<file path="src/rtl/m_seq_burst_ctrl.sv">
// Burst controller for a maximal-length PN source.
// A programmable seed drives an internal Fibonacci LFSR. Bits leave over a
// valid/ready stream with last-bit marking, plus one-cycle status pulses for
// completion, abort, period wrap and a rejected all-zero seed.
module m_seq_burst_ctrl #(
    parameter int unsigned N     = 4,
    parameter logic [N-1:0] POLY = 4'b1100,
    parameter logic [N-1:0] SEED = 4'b1000,
    parameter int unsigned LEN_W = 16
) (
    input  logic             clk,
    input  logic             rst,
    input  logic             seed_ld,
    input  logic [N-1:0]     seed_in,
    input  logic             start,
    input  logic [LEN_W-1:0] burst_len,
    input  logic             abort,
    output logic             bit_out,
    output logic             bit_valid,
    input  logic             bit_ready,
    output logic             bit_last,
    output logic             busy,
    output logic             done,
    output logic             aborted,
    output logic             period_wrap,
    output logic             err_zero
);

    typedef enum logic {
        IDLE = 1'b0,
        RUN  = 1'b1
    } state_t;

    state_t           state;
    logic [N-1:0]     lfsr;
    logic [N-1:0]     seed_reg;
    logic [N-1:0]     start_seed;
    logic [LEN_W-1:0] cnt;

    logic             hs;
    logic             fb;
    logic [N-1:0]     lfsr_adv;
    logic [N-1:0]     eff_seed;
    logic             seed_ok;

    // Feedback, advanced LFSR value, handshake and the seed a start would use
    always_comb begin
        fb = 1'b0;
        for (int i = 0; i < int'(N); i++) begin
            fb = fb ^ (lfsr[i] & POLY[N-1-i]);
        end
        lfsr_adv = {fb, lfsr[N-1:1]};
        hs       = (state == RUN) && bit_valid && bit_ready;
        seed_ok  = (seed_in != '0);
        // A non-zero seed loaded together with start applies to that burst
        eff_seed = (seed_ld && seed_ok) ? seed_in : seed_reg;
    end

    // Controller FSM with registered stream and status outputs
    always_ff @(posedge clk or negedge rst) begin
        if (!rst) begin
            state       <= IDLE;
            lfsr        <= SEED;
            seed_reg    <= SEED;
            start_seed  <= SEED;
            cnt         <= '0;
            bit_out     <= 1'b0;
            bit_valid   <= 1'b0;
            bit_last    <= 1'b0;
            busy        <= 1'b0;
            done        <= 1'b0;
            aborted     <= 1'b0;
            period_wrap <= 1'b0;
            err_zero    <= 1'b0;
        end else begin
            done        <= 1'b0;
            aborted     <= 1'b0;
            period_wrap <= 1'b0;
            err_zero    <= 1'b0;
            case (state)
                IDLE: begin
                    if (seed_ld) begin
                        if (seed_ok) begin
                            seed_reg <= seed_in;
                        end else begin
                            err_zero <= 1'b1;
                        end
                    end
                    if (start) begin
                        if (burst_len == '0) begin
                            done <= 1'b1;
                        end else begin
                            state      <= RUN;
                            lfsr       <= eff_seed;
                            start_seed <= eff_seed;
                            cnt        <= burst_len;
                            bit_valid  <= 1'b1;
                            busy       <= 1'b1;
                            bit_out    <= eff_seed[0];
                            bit_last   <= (burst_len == LEN_W'(1));
                        end
                    end
                end
                RUN: begin
                    if (hs) begin
                        lfsr <= lfsr_adv;
                        cnt  <= cnt - LEN_W'(1);
                        if (lfsr_adv == start_seed) begin
                            period_wrap <= 1'b1;
                        end
                    end
                    if (abort) begin
                        // Abort takes priority over a simultaneous final handshake
                        state     <= IDLE;
                        aborted   <= 1'b1;
                        bit_valid <= 1'b0;
                        busy      <= 1'b0;
                        bit_out   <= 1'b0;
                        bit_last  <= 1'b0;
                    end else if (hs) begin
                        if (cnt == LEN_W'(1)) begin
                            state     <= IDLE;
                            done      <= 1'b1;
                            bit_valid <= 1'b0;
                            busy      <= 1'b0;
                            bit_out   <= 1'b0;
                            bit_last  <= 1'b0;
                        end else begin
                            bit_out  <= lfsr_adv[0];
                            bit_last <= (cnt == LEN_W'(2));
                        end
                    end
                end
                default: begin
                    state <= IDLE;
                end
            endcase
        end
    end

endmodule

</file>
<file path="config.mk">
export PLATFORM = sky130hd
export DESIGN_NAME = m_seq_burst_ctrl
export DESIGN_NICKNAME = d
export VERILOG_FILES = /design/src/rtl/m_seq_burst_ctrl.sv
export SDC_FILE = /design/constraint.sdc
export NUM_CORES = 1
export LEC_CHECK = 0
export CAP_MARGIN = 20
export CORE_ASPECT_RATIO = 2
export CORE_MARGIN = 2
export CORE_UTILIZATION = 30
export DETAILED_ROUTE_END_ITERATION = 16
export PLACE_DENSITY = 0.47
export SYNTH_ARGS = -nofsm -noshare
export SYNTH_HDL_FRONTEND = slang
export SYNTH_SLANG_ARGS = --single-unit
</file>
<file path="constraint.sdc">
create_clock -name clk -period 5 [get_ports clk]
set_input_delay 1.5 -clock clk [delete_from_list [all_inputs] [get_ports clk]]
set_output_delay 1.5 -clock clk [all_outputs]
set_load 0.01 [all_outputs]
</file>
* Yosys cells after proc, flatten, opt, wreduce, memory -nomap -nowiden
Index checks and enable logic that the tools add are counted.
Word-level totals: output and inout port bits 8, input bits 26, register bits after elaboration 36, logic and storage cells 82
Operators by class: reduce and logical (&&, ||, !) cells 10, add/sub/neg operators 1, equal/unequal tests 9, muxes and demuxes 47, bitwise logic cells 3
Operator list (count):
- two-way mux 16 bit | 3
- two-way mux 1 bit | 33
- equality test 16 x 1 -> 1 bit (second input constant) | 2
- case mux 16 bit (2 select lines) | 1
- equality test 16 x 2 -> 1 bit (second input constant) | 1
- zero test 16 bit | 1
- two-way mux 4 bit | 4
- subtractor 16 x 1 -> 16 bit (second input constant) | 1
- AND reduction 3 bit | 4
- case mux 1 bit (2 select lines) | 5
- case mux 4 bit (2 select lines) | 1
- inequality test 3 x 2 -> 1 bit (second input constant) | 2
- equality test 4 bit | 1
- inequality test 2 bit (second input constant) | 2
- AND reduction 4 bit | 1
- nonzero test 4 bit | 1
- logical AND 1 bit | 3
- inequality test 2 x 1 -> 1 bit (second input constant) | 1
- inverter 1 bit | 2
- XOR 1 bit | 1

* Depth between registers and ports, before layout
Gate-level depths: netlist (run 1).
depth in word-level cells 6, mapped depth 8, mapped depth without buffers 6

* Worst setup path before layout (run 1)
Ideal clock, no wire load.
path kind input-to-reg, from in burst_len[10], to reg bit_last, slack 2.030 ns, arrival time 2.845 ns, setup time 0.125 ns, cell stages on the path 6, data required time 4.875 ns, buffers on the path 1, path through or4_4 > nor2_4 > a31o_4 > buf_6 > o21ai_2 > mux2_4
Between the ends: word-level cells in the longest chain between the ends 4, elaborated cells between the ends (all ways) 7, those cells by class eq/ne (2); mux (3); reduce/logical (2)
RTL lines:
- start: declaration | RTL line 16 | input logic [LEN_W-1:0] burst_len,
- equality test 16 x 1 -> 1 bit | RTL line 100 | bit_last <= (burst_len == LEN_W'(1));
- two-way mux 1 bit | RTL line 90 | if (burst_len == '0) begin
- two-way mux 1 bit | RTL line 89 | if (start) begin
- case mux 1 bit (2 select lines) | RTL line 80 | case (state)
- end signal: assignment | RTL line 100
- end signal: assignment | RTL line 130 | bit_last <= (cnt == LEN_W'(2));
- end: declaration | RTL line 21 | output logic bit_last,
Several ways; a longest one is shown, not always the timed one. The select of a mux whose other input is x is not followed. A chain may end at the register's enable or synchronous reset.

* Worst setup path in the final report (run 1)
from in burst_len[3], to reg lfsr[0]
Between the ends: word-level cells in the longest chain between the ends 3
RTL lines:
- zero test 16 bit | RTL line 90
- inequality test 2 bit (no line)
- AND reduction 3 bit (no line)
- end signal: assignment | RTL line 94 | lfsr <= eff_seed;
- end signal: assignment | RTL line 106 | lfsr <= lfsr_adv;
- end: declaration | RTL line 35 | logic [N-1:0] lfsr;
Every way passes these cells.

==> key figures, run 1 <==
Run status
  • Outcome: finished clean

GRT
  • Total track usage: 16.98%
  • First-pass GRT wire length: 9.942 mm
  • Grt total ovfl: 0
  • Largest net degree at the start of global routing: 37
  • Initial antenna violation count: 0
  • Vias in the first global route: 1907

Logic synthesis
  • Post-synth top cells: 33 x dfrtp_1, 18 x nand2_1, 17 x nor2_1
  • Seq/Total Area, Yosys: 41.82%
  • Post-Syn Area: 2163 sq um
  • Netlist cell types: 54
  • Most common cell in the synthesized netlist: dfrtp_1
  • Cell taking the most area after synthesis: dfrtp_1
  • Synth Register Bits: 36
  • Mean Syn Cell Area: 9.833 sq um
  • Synth warnings: 0
  • Post-synth ARST share: 100.0%
  • Top cells by area, synth: dfrtp_1 38%, dfstp_2 3.6%, nand2_1 3.1%
  • Mapped Cells: 220
  • Post-synth top flop: dfrtp_1
  • Syn_nets: 249
  • Post-synth EDFFs: 0
  • Yosys top cell area share: 38.17%

Power and ir drop
  • PD cells: 449.0 nW/um^2
  • Cell-internal power: 0.0007928 W
  • Sequential Power Share: 40.4%
  • Logic gate share of total power: 29.3%
  • Lkg Pwr: 1.068 nW
  • Switching part of the total: 34.66%
  • Power share of the clock group: 30.2%
  • Switching power total: 0.0004205 W
  • Maximum VDD drop: 0.2353 mV

Worst setup path
  • CP Launch Type: primary input
  • CP Capture Type: flop
  • Critical path arrival: 3.66 ns
  • Type of the worst setup path: in2reg
  • Crit path max fanout: 20
  • Data required time at the worst endpoint: 5.17 ns

CTS
  • Max H-tree Level: 2
  • Root buffer cell: clkbuf_16
  • Clk sink count: 36
  • Hold buffers post-CTS: 0
  • TritonCTS buffer count: 5
  • Clock transition at path regs: 0.06 ns
  • TritonCTS clock tree: yes
  • Post-cts resize count: 0
  • CTS Buffer Depth: 2
  • Latest clock arrival within the worst-skew pair: 0.29 ns
  • Setup Fix Bufs, Post-CTS: 0

Floorplan
  • Starting Density: 31.17%
  • Height of the die: 124.1 microns
  • I/O Pins: 34
  • DIE AREA: 7947 sq um
  • Die Span X: 64.05 microns
  • Row count: 43
  • Core Region: 6940 sq um

Drt
  • Routed WL: 6.260 mm
  • DRT Pass-1 Iters: 4
  • Initial drt markers: 70
  • ANT nets after route: 0
  • DR WL/cell: 18.47 microns
  • Residual DRC: 0
  • Via Count: 1852
  • Via/cell ratio: 5.463

Timing
  • RSZ-0062 raised after global routing: no
  • Final period util: 69.65%
  • Clock skew: 0.002247 ns
  • Max Slew Vio Count: 0
  • FMAX: 0.2871 GHz
  • Worst rel slew slack: 41.77%
  • Setup TNS: 0 ns
  • Final setup viols: 0
  • Post-layout min period: 3.483 ns
  • Final Hold Viols: 0
  • Worst Tran Pin Value: 0.8734 ns

Final layout
  • Diode count: 0
  • Final std cells w/o fill: 339
  • Final Util: 38.94%
  • P&R area growth vs syn: 24.93%
  • Nets@finish: 277
  • Max reg flops: 16
  • Top reg by flops: cnt
  • Layout cells sized above 1: 12.85%
  • Finished layout cell area: 2703 sq um

Hold path
  • Worst hold path type: reg2reg

Placement
  • RD Place Congestion: 0.7839
  • Port Buffers: 33
  • Placed instance count: 331
  • DP Area: 2535 sq um
  • Hpwl dp: 4.583 mm

Run
  • Max Cap Violations: 0
[through the flow]
step	total power (W)	setup WS, ns	hold slack, ns
after CTS	0.001226	1.501	0.4928
after floorplan	0.0007253	2.030	0.4666
after detailed placement	0.0008540	1.181	0.4840
after global placement	0.0008491	1.219	0.4778
after global routing	0.001283	1.431	0.5267
final	0.001213	1.517	0.4913
[area by class of cell]
class / instances / area, sq um
clock buffer: 5 / 125.1
timing repair buffer: 34 / 332.8
multi-input combinational: 164 / 1159
tap: 90 / 112.6
sequential: 36 / 904.6
fill: 716 / 4238
inverter: 7 / 26.28
clock inverter: 3 / 42.54
[metal layers]
layer  vias up  track usage (%)  wire length (microns)
met5         -                0                      0
met3         7            3.884                    227
li1        890                -                      -
met1       925            16.65                   2274
met4         0            7.337                    114
met2        30            33.01                   3644
[worst max-delay path, cell delays in order]
cell and delay (ns):
clkdlybuf4s50_1 0.48, nor4_1 0.64, a31o_4 0.42, nand2_2 0.24, mux2_1 0.38
[path summary, 6_finish.rpt]
path	end	slack (ns)	cells after the start	from
setup / recovery	lfsr[0]	1.52	5	burst_len[3]
hold / removal	start_seed[3]	0.49	2	start_seed[3]
setup reg to reg	lfsr[0]	2.54	5	state
hold reg to reg	start_seed[3]	0.49	2	start_seed[3]
max in group asynchronous	cnt[7]	3.12	1	rst
min in group asynchronous	cnt[14]	1.32	1	rst
[logic make-up after synthesis]
logic type / share of synthesized area [%]
AOI/OAI and AO/OA: 21.69
xor gates and xnor gates: 1.619
adders and majority gates: 1.735
buffers and inverters: 4.627
DFF: 41.82
muxes: 7.519
and+or+nand+nor: 20.99
[power groups by stage]
| stage | Clock [W] | Combinational, W | Sequential [W] |
|---|---|---|---|
| finish | 0.000367 | 0.000356 | 0.000490 |
| global route | 0.000381 | 0.000396 | 0.000506 |
| CTS | 0.000374 | 0.000362 | 0.000490 |
| detailed placement | 0 | 0.000361 | 0.000493 |
| global placement | 0 | 0.000357 | 0.000492 |
| floorplan | 0 | 0.000255 | 0.000470 |
[cells in the final DEF, fill, tap and decap left out, drive strengths merged, types with 2 or more instances in the layout]
master	netlist	layout
clkbuf	8	5
dfrtp	33	33
nor3	8	8
clkdlybuf4s50	0	32
xor2	4	4
inv	7	7
nor4	4	4
and3	5	5
mux2i	5	5
nand2b	2	2
nand3	5	5
o22ai	2	2
o21ai	13	13
mux2	9	9
or3	2	2
or4	4	4
a21oi	10	10
a22oi	4	4
buf	5	2
nand2	19	19
o221a	5	5
ha	3	3
and2	3	3
nand4	5	5
and4	2	2
o31ai	7	7
a31oi	5	5
dfstp	3	3
nor2	19	19
a221o	6	6
No activity file was read; power rests on OpenSTA's default activity.
==> run 2: changes to the inputs <==
--- a/config.mk
+++ b/config.mk
@@ -10,7 +10,7 @@
 export CORE_MARGIN = 2
 export CORE_UTILIZATION = 30
 export DETAILED_ROUTE_END_ITERATION = 16
-export PLACE_DENSITY = 0.47
+export PLACE_DENSITY = 0.48
 export SYNTH_ARGS = -nofsm -noshare
 export SYNTH_HDL_FRONTEND = slang
 export SYNTH_SLANG_ARGS = --single-unit
==> constraint.sdc (replaced) <==
create_clock -name clk -period 3.2 [get_ports clk]
set_input_delay 0.96 -clock clk [delete_from_list [all_inputs] [get_ports clk]]
set_output_delay 0.96 -clock clk [all_outputs]
set_load 0.01 [all_outputs]
==> key figures, run 2 (same netlist as run 1, synthesis figures left out) <==
Timing
  • Final period util: 86.14%
  • Final setup viols: 0 (unchanged)
  • Worst rel slew slack: 43.97% (was 41.77%)
  • Final Hold Viols: 0 (unchanged)
  • FMAX: 0.3628 GHz
  • Clock skew: 0.007812 ns (was 0.002247 ns)
  • Post-layout min period: 2.757 ns
  • Setup TNS: 0 ns (unchanged)
  • Worst Tran Pin Value: 0.8405 ns (was 0.8734 ns)
  • Max Slew Vio Count: 0 (unchanged)
  • RSZ-0062 raised after global routing: no (unchanged)

CTS
  • Latest clock arrival within the worst-skew pair: 0.29 ns (about the same)
  • Max H-tree Level: 2 (unchanged)
  • Post-cts resize count: 0 (unchanged)
  • Clock transition at path regs: 0.05 ns (was 0.06 ns)
  • TritonCTS buffer count: 5 (unchanged)
  • Setup Fix Bufs, Post-CTS: 0 (unchanged)
  • CTS Buffer Depth: 2 (unchanged)
  • Clk sink count: 36 (unchanged)
  • TritonCTS clock tree: yes (unchanged)
  • Hold buffers post-CTS: 0 (unchanged)
  • Root buffer cell: clkbuf_16 (unchanged)

GRT
  • Grt total ovfl: 0 (unchanged)
  • Total track usage: 17.31% (was 16.98%)
  • Vias in the first global route: 1907 (unchanged)
  • Initial antenna violation count: 0 (unchanged)
  • Largest net degree at the start of global routing: 37 (unchanged)
  • First-pass GRT wire length: 10.16 mm (was 9.942 mm)

Floorplan
  • I/O Pins: 34 (unchanged)
  • DIE AREA: 7947 sq um (unchanged)
  • Row count: 43 (unchanged)
  • Height of the die: 124.1 microns (unchanged)
  • Core Region: 6940 sq um (unchanged)
  • Die Span X: 64.05 microns (unchanged)
  • Starting Density: 31.17% (unchanged)

Worst setup path
  • R2R depth: 5 (unchanged)
  • Critical path arrival: 2.92 ns (was 3.66 ns)
  • CP Launch Type: primary input (unchanged)
  • Reg2reg start: cnt[7] (was state)
  • Worst setup path startpoint: burst_len[14] (was burst_len[3])
  • Data required time at the worst endpoint: 3.37 ns (was 5.17 ns)
  • CP Capture Type: flop (unchanged)
  • Crit path max fanout: 11 (was 20)
  • R2R Path End: cnt[8] (was lfsr[0])
  • Type of the worst setup path: in2reg (unchanged)
  • Flop2flop setup slack: 1.08 ns (was 2.54 ns)

Final layout
  • Layout cells sized above 1: 14.51% (was 12.85%)
  • Commonest cells after routing, fill and taps aside: 33 x dfrtp_1, 32 x clkdlybuf4s50_1, 18 x nand2_1 (unchanged)
  • Most common cell after layout, fill and taps aside: dfrtp_1 (unchanged)
  • Top reg by flops: cnt (unchanged)
  • P&R area growth vs syn: 26.20% (was 24.93%)
  • Nets@finish: 283 (was 277)
  • Diode count: 0 (unchanged)
  • Final Util: 39.34% (was 38.94%)
  • Max reg flops: 16 (unchanged)

Drt
  • ANT nets after route: 0 (unchanged)
  • Residual DRC: 0 (unchanged)
  • Routed WL: 6.263 mm (was 6.260 mm)
  • Via/cell ratio: 5.414 (was 5.463)
  • DRT Pass-1 Iters: 4 (unchanged)
  • Via Count: 1868 (was 1852)
  • DR WL/cell: 18.15 microns (was 18.47 microns)
  • Initial drt markers: 126 (was 70)

Placement
  • Hpwl dp: 4.688 mm (was 4.583 mm)
  • RD Place Congestion: 0.7965 (was 0.7839)
  • Port Buffers: 33 (unchanged)

Hold path
  • Hold EP: start_seed[3] (unchanged)
  • Worst hold path type: reg2reg (unchanged)
  • Hold Crit Start: start_seed[3] (unchanged)
  • Worst Hold Depth: 2 (unchanged)

Power and ir drop
  • Maximum VDD drop: 0.3013 mV (was 0.2353 mV)
  • Lkg Pwr: 1.088 nW (was 1.068 nW)
  • PD cells: 674.5 nW/um^2 (was 449.0 nW/um^2)

Run status
  • Outcome: finished clean (unchanged)

Run
  • Max Cap Violations: 0 (unchanged)
run 2: layout make-up:
| type | count | area, sq um |
|---|---|---|
| clock buffers | 7 | 142.6 |
| clock inverters | 1 | 7.507 |
| fillers | 692 | 4210 |
| inverters | 7 | 26.28 |
| multi-input cells | 164 | 1159 |
| flip-flops and latches | 36 | 904.6 |
| well taps | 90 | 112.6 |
| repair buffers | 40 | 377.9 |
run 2: worst max path at each step:
stage               slack [ns]  cells after the start        to
finish                    0.44                      6   lfsr[0]
global route              0.37                      6   lfsr[0]
CTS                       0.43                      6   lfsr[0]
detailed placement        0.13                      6   lfsr[0]
global placement          0.17                      6   lfsr[0]
floorplan                 0.77                      6  bit_last
run 2: power by group:
group | total (W) | switching (W) | internal, W | leakage (nW)
sequential | 0.000767 | 0.000163 | 0.000604 | 0.428
clock | 0.000502 | 0.000192 | 0.000310 | 0.0701
combinational | 0.000572 | 0.000295 | 0.000277 | 0.590
run 2: metal layers:
| metal | vias up | global-route usage [%] | part of all wire [%] |
|---|---|---|---|
| met3 | 10 | 3.704 | 3.3 |
| met2 | 35 | 31.97 | 56 |
| met1 | 921 | 18.27 | 38 |
| met4 | 0 | 8.288 | 2.4 |
| li1 | 902 | - | - |
| met5 | - | 0 | 0 |
run 2: stage by stage:
step                cell area (sq um)  total power [W]  std cells  setup slack, ns  hold WS (ns)
finish                           2730         0.001841        345           0.4434        0.4966
global route                     2730         0.001964        345           0.3658        0.5264
CTS                              2730         0.001863        345           0.4291        0.5006
detailed placement               2580         0.001347        337           0.1337        0.4909
global placement                 2580         0.001347        337           0.1690        0.4813
floorplan                        2163         0.001133        220           0.7699        0.4666
run 2: critical path, stage by stage:
cell,delay [ns]
clkdlybuf4s50_1,0.46
or4_4,0.56
nor2_4,0.17
a31o_4,0.23
nand2_2,0.18
mux2_1,0.36
